### src/rtl/comp_2bit.sv
// Registered unsigned magnitude comparator.
// One-hot eq/gt/lt flags plus a single-cycle valid strobe.
module comp_2bit #(
    parameter int WIDTH = 2
) (
    input  logic             clk,
    input  logic             rst,
    input  logic [WIDTH-1:0] a,
    input  logic [WIDTH-1:0] b,
    input  logic             in_valid,
    output logic             a_eq_b,
    output logic             a_gt_b,
    output logic             a_lt_b,
    output logic             out_valid
);

    typedef struct packed {
        logic eq;
        logic gt;
        logic lt;
    } flags_t;

    flags_t cmp_d;
    flags_t cmp_q;
    logic   vld_q;

    always_comb begin
        cmp_d = '0;
        unique case (1'b1)
            (a == b): cmp_d.eq = 1'b1;
            (a > b):  cmp_d.gt = 1'b1;
            default:  cmp_d.lt = 1'b1;
        endcase
    end

    // Flags hold across idle cycles; only the strobe drops.
    always_ff @(posedge clk) begin
        if (rst) begin
            cmp_q <= '0;
            vld_q <= 1'b0;
        end else begin
            vld_q <= in_valid;
            if (in_valid) begin
                cmp_q <= cmp_d;
            end
        end
    end

    assign a_eq_b    = cmp_q.eq;
    assign a_gt_b    = cmp_q.gt;
    assign a_lt_b    = cmp_q.lt;
    assign out_valid = vld_q;

endmodule

### config.mk
export PLATFORM = sky130hd
export DESIGN_NAME = comp_2bit
export DESIGN_NICKNAME = d
export VERILOG_FILES = /design/src/rtl/comp_2bit.sv
export SDC_FILE = /design/constraint.sdc
export NUM_CORES = 1
export LEC_CHECK = 0
export ABC_AREA = 1
export CORE_AREA = 2 2 39 41
export CTS_BUF_LIST = sky130_fd_sc_hd__clkbuf_4
export DETAILED_ROUTE_END_ITERATION = 8
export DIE_AREA = 0 0 41 43
export GPL_TIMING_DRIVEN = 0
export PLACE_DENSITY = 0.46
export SYNTH_ARGS = -nofsm -noshare
export SYNTH_HDL_FRONTEND = slang
export SYNTH_SLANG_ARGS = --single-unit
### constraint.sdc
create_clock -name clk -period 0.8 [get_ports clk]
set_input_delay 0.12 -clock clk [delete_from_list [all_inputs] [get_ports clk]]
set_output_delay 0.12 -clock clk [all_outputs]
set_load 0.05 [all_outputs]
==> impl_metrics.csv <==
group,metric,value,unit
cts,htreeDepth,1,
sta,timing.fmax,1204,MHz
global_routing,grt_pass1_vias,205,
floorplanning,num_rows,14,
cts,cts_sinks,4,
critical_path,worst_path_max_delay_cell,"dfxtp_2",
route,routed_via_density,3.393,
route,drtIter0Drc,4,
critical_path,critical_path_buf_inv_count,1,
sta,rsz0062_at_grt,"yes",
critical_path,worstPathArrival,0.71,ns
run_status,violations,"setup timing",
run_status,status,"finished, violations left",
critical_path,crit_chain,"buf_8",
cts,post_cts_buffers,0,
finish,final_cell_mix,"6 x nor2_1, 5 x inv_1, 4 x nand2_2, 4 x dfxtp_2, 4 x buf_8",
floorplanning,initial_core_util,0.1374,
logic_synthesis,synth_compound_area_frac,0.04605,
sta,setup_viol,4,
logic_synthesis,synth_top_cell_by_area,"dfxtp_1",
critical_path,required,0.68,ns
route,drc_errors,0,
finish,design_area,381.6,sq um
critical_path,cp-end-kind,"output port",
logic_synthesis,synth_adder_area_share,0.1316,
finish,layout_commonest_cell,"nor2_1",
finish,synthToLayoutAreaGrowth,100.7,%
logic_synthesis,synthesis.area,190.2,sq um
logic_synthesis,yosys_warnings,0,
critical_path,critical_path_class,"flop to output port",
global_routing,grt_start_max_net_pins,5,
finish,fillers,157,
logic_synthesis,yosys.area_share.simple,0.2632,
cts,cts_tree,"yes",
sta,fin_worst_skew,0,ns
route,ant_nets,0,
cts,insertion_delay,0.23,ns
global_routing,grt_pass1_wl,759,microns
floorplanning,ios,11,
global_routing,gr-total-overflow,0,
cts,cts_buffer_depth,2,
sta,slew_headroom,0.8920,
critical_path,path_delay_family,"flip-flops",
logic_synthesis,synthXorXnorAreaFrac,0,
route,first_pass_iters,4,
sta,tightest_slew,0.1608,ns
finish,diodes,0,
place,dp.cells,53,
place,hpwl,292.9,microns
route,post_drt_wl_per_cell,7.089,microns
critical_path,start_kind,"flop",
logic_synthesis,synth_top_family_by_area,"simple AND/OR/NAND/NOR gates",
pwr,ir_worst_vdd,0.0003677,V
pwr,p_leak,0.1757,nW
worst_hold_path,min_path_type,"input pin to flop",
global_routing,grt_antenna_before_repair,0,
sta,layout_min_cycle_time,0.8304,ns
floorplanning,core_area,1384,sq um
logic_synthesis,synth-seq-cells,4,
cts,cts-hold-fix-buffers,0,
sta,drv_slew,0,
logic_synthesis,synth_cells,27,
place,dpl-instance-area,314.1,sq um
global_routing,grt_usage,0.07322,
logic_synthesis,avgSynthCellArea,7.044,sq um
critical_path,crit_fanout,2,
logic_synthesis,synth_area_leaders,"dfxtp_1 42%, inv_1 14%, ha_1 13%",
place,gp_congestion,0.6020,
sta,setup_ws,-0.03036,ns
finish,finalNonFillerCells,56,
logic_synthesis,synthDominantCellAreaShare,0.4211,
logic_synthesis,muxShareOfSynthArea,0,
logic_synthesis,syn-num-nets,36,
sta,fin_crit_sh,1.038,
floorplanning,die_area,1763,sq um
finish,layout.nets,51,
floorplanning,die_h,43,microns
sta,hold_violations,0,
pwr,power_density,1733,nW/um^2
logic_synthesis,synth_cell_types,7,
route,routed-via-count,190,
floorplanning,fp.dieW,41,microns
logic_synthesis,yosysSeqAreaShare,0.4211,
cts,clkTransAtPathRegs,0.04,ns
job,maxCapViolCount,0,
finish,drive_gt1_frac,0.5500,
cts,cts_made_buffers,3,
route,drt-total-wl,397,microns
place,portBuffers,10,
sta,hold_slack,0.3388,ns
critical_path,critPathMaxStageDelay,0.33,ns
cts,root_buffer,"clkbuf_4",
## Yosys cell counts, drive strengths merged
cell   count
inv        7
nand2      6
nor2       6
dfxtp      4
ha         2
a21oi      1
nor3       1
## worst paths after layout
kind                 start  slack (ns)        end  depth (start not counted)
setup / recovery    a_eq_b       -0.03     a_eq_b                          1
hold / removal    in_valid        0.34  out_valid                          3
setup reg to reg    a_lt_b        0.14     a_lt_b                          4
hold reg to reg     a_gt_b        0.49     a_gt_b                          2
## report_power, final
group / total [mW] / internal [mW] / leakage [nW] / switching, mW
logic: 0.186 / 0.0849 / 0.127 / 0.101
clock network: 0.248 / 0.168 / 0.0138 / 0.0800
registers: 0.228 / 0.217 / 0.0344 / 0.0105
## repair_timing
item                                    CTS  global route
gates resized for setup                  43             9
endpoints found under the hold margin     0             0
endpoints found under the setup margin    7             7
pin swaps                                 5             5
## sequential cells by signal, indices dropped and copies added, names as in the netlist
name       count
out_valid      1
a_eq_b         1
a_lt_b         1
a_gt_b         1
## cell type report
cell class              count  area (sq um)  share of cell area
multi-input cells          16         118.9              0.3115
repair buffers             10         108.9              0.2852
flip-flops and latches      4         85.08              0.2230
inverters                   7         26.28             0.06885
clock buffers               3         22.52             0.05902
well taps                  16         20.02             0.05246
## metrics by stage
step                        util  power (mW)  setup WS, ns  setup TNS, ns
after CTS                 0.2622      0.6607      -0.04398        -0.1394
after global placement    0.2269      0.3811       -0.5298         -3.225
after global routing      0.2758      0.7234      -0.06525        -0.2269
after detailed placement  0.2269      0.3819       -0.5316         -3.229
final                     0.2758      0.6612      -0.03036       -0.08720
after floorplan                -      0.3156      0.003443              0
## kinds of logic after synthesis
kind of cell,after synthesis
simple gates,13
buf+inv,7
flops,4
fa+ha+maj,2
compound gates,1
## routing by layer
metal  vias to the layer above  global-route usage  wire length [microns]
met4                         0             0.06000                      0
met5                         -                   0                      0
met2                         6             0.07813                    170
met3                         0             0.07853                     39
met1                        80             0.07692                    187
li1                        104                   -                      -
## worst reg2reg max path: stages, from the launching register on
cell	delay, ns
dfxtp_2	0.32
inv_1	0.05
nor2_1	0.03
nor2_1	0.10
nor2_1	0.04
No activity file was read; power rests on OpenSTA's default activity.
